<file path="src/rtl/pc_sequencer_if.sv">
`default_nettype none
// ============================================================================
// Module      : pc_sequencer_if
// Description : Instruction-fetch port between the PC sequencer and the
//               instruction memory. The request is a valid/ready handshake
//               carrying the fetch address. The response is a single-cycle
//               valid strobe carrying the fetched instruction word.
//   Signals   : ifetch_req_valid  - fetch request valid (sequencer -> memory)
//               ifetch_req_ready  - memory accepts request (memory -> sequencer)
//               ifetch_addr       - fetch address (sequencer -> memory)
//               ifetch_resp_valid - fetched word valid (memory -> sequencer)
//               ifetch_rdata      - fetched instruction word (memory -> sequencer)
//   Modports  : master = sequencer side, slave = memory side
// Revision    : 1.0 - initial release
// ============================================================================
interface pc_sequencer_if #(
    parameter int XLEN = 32
) ();
    logic            ifetch_req_valid;
    logic            ifetch_req_ready;
    logic [XLEN-1:0] ifetch_addr;
    logic            ifetch_resp_valid;
    logic [31:0]     ifetch_rdata;

    modport master (
        output ifetch_req_valid,
        output ifetch_addr,
        input  ifetch_req_ready,
        input  ifetch_resp_valid,
        input  ifetch_rdata
    );

    modport slave (
        input  ifetch_req_valid,
        input  ifetch_addr,
        output ifetch_req_ready,
        output ifetch_resp_valid,
        output ifetch_rdata
    );
endinterface
`default_nettype wire

</file>
<file path="src/rtl/pc_sequencer.sv">
`default_nettype none
// ============================================================================
// Module      : pc_sequencer
// Description : Multi-cycle instruction sequencer. It owns the PC, fetches one
//               instruction at a time over the fetch port, holds the
//               instruction for a single execute cycle, and then forms the
//               next PC from the branch-condition selects. It stops on an
//               ebreak or on a misaligned target, and it counts retired
//               instructions.
//   Ports     : clk, rst   - clock, asynchronous active-high reset
//               mem        - instruction fetch port (pc_sequencer_if.master)
//               inst       - latched instruction to decode
//               pc         - PC of the instruction in flight
//               exec_valid - one-cycle execute strobe (commit enable)
//               PCAsrc     - adder A select: 0 -> 4, 1 -> imm
//               PCBsrc     - adder B select: 0 -> pc, 1 -> rs1
//               imm, rs1   - decode operands for the next-PC adder
//               halt_req   - current instruction is ebreak
//               halted     - sequencer stopped
//               error      - stop caused by a misaligned target
//               instret    - retired-instruction counter (64-bit, wraps)
// Revision    : 1.0 - initial release
// ============================================================================
module pc_sequencer #(
    parameter int               XLEN     = 32,
    parameter logic [XLEN-1:0]  RESET_PC = 32'h8000_0000
) (
    input  wire logic              clk,
    input  wire logic              rst,
    pc_sequencer_if.master         mem,
    output logic [31:0]            inst,
    output logic [XLEN-1:0]        pc,
    output logic                   exec_valid,
    input  wire logic              PCAsrc,
    input  wire logic              PCBsrc,
    input  wire logic [XLEN-1:0]   imm,
    input  wire logic [XLEN-1:0]   rs1,
    input  wire logic              halt_req,
    output logic                   halted,
    output logic                   error,
    output logic [63:0]            instret
);

    localparam logic [2:0] c_st_boot  = 3'd0;
    localparam logic [2:0] c_st_fetch = 3'd1;
    localparam logic [2:0] c_st_wait  = 3'd2;
    localparam logic [2:0] c_st_exec  = 3'd3;
    localparam logic [2:0] c_st_halt  = 3'd4;

    localparam logic [XLEN-1:0] c_pc_step = XLEN'(4);

    logic [2:0]      r_state;
    logic [2:0]      w_next_state;
    logic [XLEN-1:0] r_pc;
    logic [31:0]     r_inst;
    logic [63:0]     r_instret;
    logic            r_halted;
    logic            r_error;

    logic [XLEN-1:0] w_add_a;
    logic [XLEN-1:0] w_add_b;
    logic [XLEN-1:0] w_sum;
    logic [XLEN-1:0] w_target;
    logic            w_misaligned;
    logic            w_req_valid;
    logic            w_exec_valid;

    // Next-PC adder. For jalr (PCBsrc=1) bit 0 is cleared before the
    // alignment test, so an odd rs1+imm is legal as long as bit 1 is clear.
    assign w_add_a      = PCAsrc ? imm : c_pc_step;
    assign w_add_b      = PCBsrc ? rs1 : r_pc;
    assign w_sum        = w_add_a + w_add_b;
    assign w_target     = {w_sum[XLEN-1:1], w_sum[0] & ~PCBsrc};
    assign w_misaligned = |w_target[1:0];

    // State register
    always_ff @(posedge clk or posedge rst) begin
        if (rst) begin
            r_state <= c_st_boot;
        end else begin
            r_state <= w_next_state;
        end
    end

    // Next-state logic
    always_comb begin
        w_next_state = r_state;
        case (r_state)
            c_st_boot:  w_next_state = c_st_fetch;
            c_st_fetch: if (mem.ifetch_req_ready)  w_next_state = c_st_wait;
            c_st_wait:  if (mem.ifetch_resp_valid) w_next_state = c_st_exec;
            c_st_exec:  w_next_state = (halt_req || w_misaligned) ? c_st_halt : c_st_fetch;
            c_st_halt:  w_next_state = c_st_halt;
            default:    w_next_state = c_st_boot;
        endcase
    end

    // Output decode: strobes depend on state only, never on inputs
    always_comb begin
        w_req_valid  = 1'b0;
        w_exec_valid = 1'b0;
        case (r_state)
            c_st_fetch: w_req_valid  = 1'b1;
            c_st_exec:  w_exec_valid = 1'b1;
            default: begin
                w_req_valid  = 1'b0;
                w_exec_valid = 1'b0;
            end
        endcase
    end

    // Architectural registers. A stop leaves the PC on the instruction that
    // caused it; the stopping instruction still counts as retired.
    always_ff @(posedge clk or posedge rst) begin
        if (rst) begin
            r_pc      <= RESET_PC;
            r_inst    <= 32'd0;
            r_instret <= 64'd0;
            r_halted  <= 1'b0;
            r_error   <= 1'b0;
        end else begin
            if (r_state == c_st_wait && mem.ifetch_resp_valid) begin
                r_inst <= mem.ifetch_rdata;
            end
            if (r_state == c_st_exec) begin
                r_instret <= r_instret + 64'd1;
                if (halt_req) begin
                    r_halted <= 1'b1;
                end else if (w_misaligned) begin
                    r_halted <= 1'b1;
                    r_error  <= 1'b1;
                end else begin
                    r_pc <= w_target;
                end
            end
        end
    end

    assign mem.ifetch_req_valid = w_req_valid;
    assign mem.ifetch_addr      = r_pc;
    assign exec_valid           = w_exec_valid;
    assign inst                 = r_inst;
    assign pc                   = r_pc;
    assign instret              = r_instret;
    assign halted               = r_halted;
    assign error                = r_error;

endmodule
`default_nettype wire
</file>
<file path="src/flat_wrapper.sv">
// flat-port wrapper written by rule: the top's interface ports become plain ports
module pc_sequencer_flat 
#(
    parameter int               XLEN     = 32,
    parameter logic [XLEN-1:0]  RESET_PC = 32'h8000_0000
)
  (clk, rst, inst, pc, exec_valid, PCAsrc, PCBsrc, imm, rs1, halt_req, halted, error, instret, mem_ifetch_req_valid, mem_ifetch_addr, mem_ifetch_req_ready, mem_ifetch_resp_valid, mem_ifetch_rdata);
  pc_sequencer_if #(.XLEN(XLEN)) mem_i ();
  input  wire logic clk;
  input  wire logic rst;
  output logic [31:0] inst;
  output logic [XLEN-1:0] pc;
  output logic exec_valid;
  input  wire logic PCAsrc;
  input  wire logic PCBsrc;
  input  wire logic [XLEN-1:0] imm;
  input  wire logic [XLEN-1:0] rs1;
  input  wire logic halt_req;
  output logic halted;
  output logic error;
  output logic [63:0] instret;
  output wire logic [$bits(mem_i.ifetch_req_valid)-1:0] mem_ifetch_req_valid;
  output wire logic [$bits(mem_i.ifetch_addr)-1:0] mem_ifetch_addr;
  input wire logic [$bits(mem_i.ifetch_req_ready)-1:0] mem_ifetch_req_ready;
  input wire logic [$bits(mem_i.ifetch_resp_valid)-1:0] mem_ifetch_resp_valid;
  input wire logic [$bits(mem_i.ifetch_rdata)-1:0] mem_ifetch_rdata;
  assign mem_ifetch_req_valid = mem_i.ifetch_req_valid;
  assign mem_ifetch_addr = mem_i.ifetch_addr;
  assign mem_i.ifetch_req_ready = mem_ifetch_req_ready;
  assign mem_i.ifetch_resp_valid = mem_ifetch_resp_valid;
  assign mem_i.ifetch_rdata = mem_ifetch_rdata;
  pc_sequencer #(.XLEN(XLEN), .RESET_PC(RESET_PC)) u_core (.clk(clk), .rst(rst), .mem(mem_i), .inst(inst), .pc(pc), .exec_valid(exec_valid), .PCAsrc(PCAsrc), .PCBsrc(PCBsrc), .imm(imm), .rs1(rs1), .halt_req(halt_req), .halted(halted), .error(error), .instret(instret));
endmodule
</file>
<file path="config.mk">
export PLATFORM = sky130hd
export DESIGN_NAME = pc_sequencer_flat
export DESIGN_NICKNAME = d
export VERILOG_FILES = /design/src/rtl/pc_sequencer_if.sv /design/src/rtl/pc_sequencer.sv /design/src/flat_wrapper.sv
export SDC_FILE = /design/constraint.sdc
export NUM_CORES = 1
export LEC_CHECK = 0
export CAP_MARGIN = 10
export CORE_ASPECT_RATIO = 1.2
export CORE_MARGIN = 8
export CORE_UTILIZATION = 50
export DETAILED_ROUTE_END_ITERATION = 16
export DONT_BUFFER_PORTS = 1
export PLACE_DENSITY = 0.66
export SLEW_MARGIN = 20
export SYNTH_ARGS = -nofsm -noshare
export SYNTH_HDL_FRONTEND = slang
export SYNTH_SLANG_ARGS = --single-unit
</file>
<file path="constraint.sdc">
create_clock -name clk -period 8.5 [get_ports clk]
set_input_delay 1.275 -clock clk [delete_from_list [all_inputs] [get_ports clk]]
set_output_delay 1.275 -clock clk [all_outputs]
set_load 0.02 [all_outputs]
</file>
==> flow_metrics.env <==
export IMPL_leakage_nw=3.88
export IMPL_postCtsSetupBuffers=0
export IMPL_io_pins=267
export IMPL_synth_yosys_warnings=0
export IMPL_via_per_inst=6.00
export IMPL_critPathArrivalTime_ps=4010
export IMPL_tns_ps=0
export IMPL_synth_seq_cells=133
export IMPL_synth_top_cell_by_area="dfrtp_1"
export IMPL_die_w_um=132
export IMPL_critical_path_max_fanout=62
export IMPL_start_util=0.505
export IMPL_seq_area_um2=3330
export IMPL_max_stage_delay_ps=570
export IMPL_hpwl_um=16200
export IMPL_wire_per_inst_um=21.2
export IMPL_crit_slowest_cell="or4_1"
export IMPL_period_share=0.430
export IMPL_vias=6012
export IMPL_die_y_um=155
export IMPL_instances_no_fill=1002
export IMPL_async_reset_ff_frac=1.00
export IMPL_drtIter0Drc=337
export IMPL_final_max_slew_viol_count=0
export IMPL_synth_cell_types=67
export IMPL_first_global_vias=6255
export IMPL_multi_input_area_um2=4300
export IMPL_grt_ovfl_total=0
export IMPL_crit_chain="mux2_2, ha_1, fa_1, a211oi_1, nand2_2, buf_4, or4_1, nand3_1"
export IMPL_first_pass_iters=4
export IMPL_synthTopCellsByCount="132 x dfrtp_1, 79 x nand2_1, 63 x mux2_2"
export IMPL_cts_tree="done"
export IMPL_finalCriticalPeriod_ps=3660
export IMPL_hold_class="register to register"
export IMPL_status="complete, no violations"
export IMPL_synth_flop_cell="dfrtp_1"
export IMPL_area_growth_pct=6.76
export IMPL_ctsHoldBuffers=0
export IMPL_whs_ps=547
export IMPL_fillers=1421
export IMPL_power_internal_w=0.00154
export IMPL_synth_most_common_cell="dfrtp_1"
export IMPL_cts_htree_levels=4
export IMPL_cts_root_buffer="clkbuf_16"
export IMPL_hold_violations=0
export IMPL_grt_usage=0.208
export IMPL_grt_max_degree=89
export IMPL_rsz0062_at_grt="no"
export IMPL_cap_violations=0
export IMPL_clk_latency_ps=420
export IMPL_clock_fmax_mhz=273
export IMPL_p_clk_frac=0.293
export IMPL_synth_area_leaders="dfrtp_1 41%, mux2_2 8.8%, xnor2_1 6.3%"
export IMPL_setup_viol=0
export IMPL_ir_worst_vdd_mv=0.134
export IMPL_clk_path_buf_depth=2
export IMPL_clkTransAtPathRegs_ps=60
export IMPL_path_delay_family="simple AND/OR/NAND/NOR gates"
export IMPL_ys_seq_area_frac=0.412
export IMPL_crit_type="input port to register"
export IMPL_antenna_found_initial=4
export IMPL_critPathRequiredTime_ps=8850
export IMPL_slew_headroom=0.423
export IMPL_gp_congestion=0.920
export IMPL_p_sw_frac=0.414
export IMPL_dp_cells=968
export IMPL_avgSynthCellArea_um2=9.91
export IMPL_p_per_area_nw_per_um2=305
export IMPL_io_buffers=0
export IMPL_layout_drive_gt1_share=0.148
export IMPL_die_area_um2=20500
export IMPL_worst_slew_pin_slew_ps=864
export IMPL_ant_nets=0
export IMPL_rows=51
export IMPL_synthCells=816
export IMPL_remaining_drc_errors=0
export IMPL_cp_num_buf_inv=1
export IMPL_syn_area_um2=8080
export IMPL_yosys_area_top_type_share=0.409
export IMPL_cts_buffers=17
export IMPL_synth_enable_flop_cells=0
export IMPL_cp_end_kind="register"
export IMPL_final_nets=911
export IMPL_grt_pass1_wl_um=34100
export IMPL_power_frac_seq=0.471
export IMPL_cts_resized_gates=0
export IMPL_start_kind="input port"
export IMPL_synth_nets=952
export IMPL_fin_skew_ps=14.0
export IMPL_core_area_um2=16000
export IMPL_routed_wl_um=21200
export IMPL_power_w=0.00263
export IMPL_switchingPower_w=0.00109
export IMPL_cts_num_sinks=133
export IMPL_comb_power_share=0.236
layer usage:
metal | part of all wire | track usage | wire length (um)
met1 | 0.38 | 0.226 | 8040
met5 | 0.0011 | 0 | 23
met3 | 0.086 | 0.0755 | 1810
met4 | 0.027 | 0.0882 | 575
met2 | 0.51 | 0.358 | 10800
worst reg2reg max path: stages (launching register included):
cell and delay, ps:
dfrtp_1 570, mux2_2 360, ha_1 240, fa_1 460
a211oi_1 550, nand2_2 120, buf_4 330, or4_1 590
nand3_1 110
area by class of cell:
| cell class | count | share of cell area |
|---|---|---|
| multi-input cells | 598 | 0.499 |
| clock buffers | 18 | 0.0497 |
| repair buffers | 3 | 0.00261 |
| clock inverters | 14 | 0.0217 |
| well taps | 212 | 0.0307 |
| inverters | 22 | 0.0101 |
| flip-flops and latches | 133 | 0.386 |
| diodes | 2 | 0.000580 |
placed cells by master (no fill, tap or decap), types with 3 or more instances in the layout:
cell / n
a211oi_1: 8
a21o_1: 15
a21oi_1: 29
and2_1: 37
and3_1: 10
and4_1: 8
buf_4: 3
bufinv_16: 3
clkbuf_16: 17
clkinvlp_4: 3
dfrtp_1: 132
ha_1: 32
inv_1: 21
inv_6: 7
mux2_2: 63
nand2_1: 78
nand2b_1: 3
nand3_1: 36
nand4_1: 26
nor2_1: 31
nor3_1: 23
nor4_4: 3
o211ai_1: 8
o21a_1: 7
o21ai_0: 34
o21bai_1: 4
o31ai_1: 12
or3_1: 5
xnor2_1: 58
xor2_1: 21
sequential cells by signal, summed over array words and instances, names as in the netlist:
signal	cells
u_core.error	1
u_core.halted	1
u_core.inst	32
u_core.instret	64
u_core.mem.ifetch_addr	32
u_core.r_state	3
path summary, 6_finish.rpt:
check | startpoint | end | slack (ps) | depth (start not counted)
max | PCBsrc | u_core.mem.ifetch_addr[23]$_DFFE_PP0P_ | 4840 | 8
min | u_core.r_state[2]$_DFFE_PP0P_ | u_core.r_state[1]$_DFFE_PP0P_ | 550 | 1
max reg2reg | u_core.mem.ifetch_addr[0]$_DFFE_PP0P_ | u_core.mem.ifetch_addr[23]$_DFFE_PP0P_ | 5110 | 8
min reg2reg | u_core.r_state[2]$_DFFE_PP0P_ | u_core.r_state[1]$_DFFE_PP0P_ | 550 | 1
max in group asynchronous | rst | u_core.inst[17]$_DFFE_PP0P_ | 6510 | 2
min in group asynchronous | rst | u_core.instret[53]$_DFFE_PP0P_ | 870 | 1
power by group through the flow:
stage	Combinational [W]	Sequential (W)	Clock [W]
4_1_cts	0.000621	0.00125	0.000791
3_3_place_gp	0.000600	0.00125	0
3_5_place_dp	0.000618	0.00126	0
6_report	0.000621	0.00124	0.000771
5_1_grt	0.000696	0.00127	0.000817
2_1_floorplan	0.000679	0.00110	0
metrics by stage:
stage | util | area (um^2) | setup WS (ps)
after floorplan | - | 8080 | 3670
after global placement | 0.500 | 8010 | 4570
after detailed placement | 0.500 | 8010 | 4450
after CTS | 0.539 | 8630 | 4900
after global routing | 0.539 | 8630 | 4670
final | 0.539 | 8630 | 4840
logic make-up (layout without fill, tap and decap cells):
kind of cell | Yosys count | count (layout) | share of synthesized area
xor+xnor | 79 | 79 | 0.0856
simple gates | 282 | 282 | 0.191
compound gates | 139 | 139 | 0.113
other cells | 0 | 2 | 0
buf+inv | 85 | 57 | 0.0566
flops | 133 | 133 | 0.412
mux | 65 | 65 | 0.0902
fa+ha+maj | 33 | 33 | 0.0520
(Power assumes the default switching activity.)
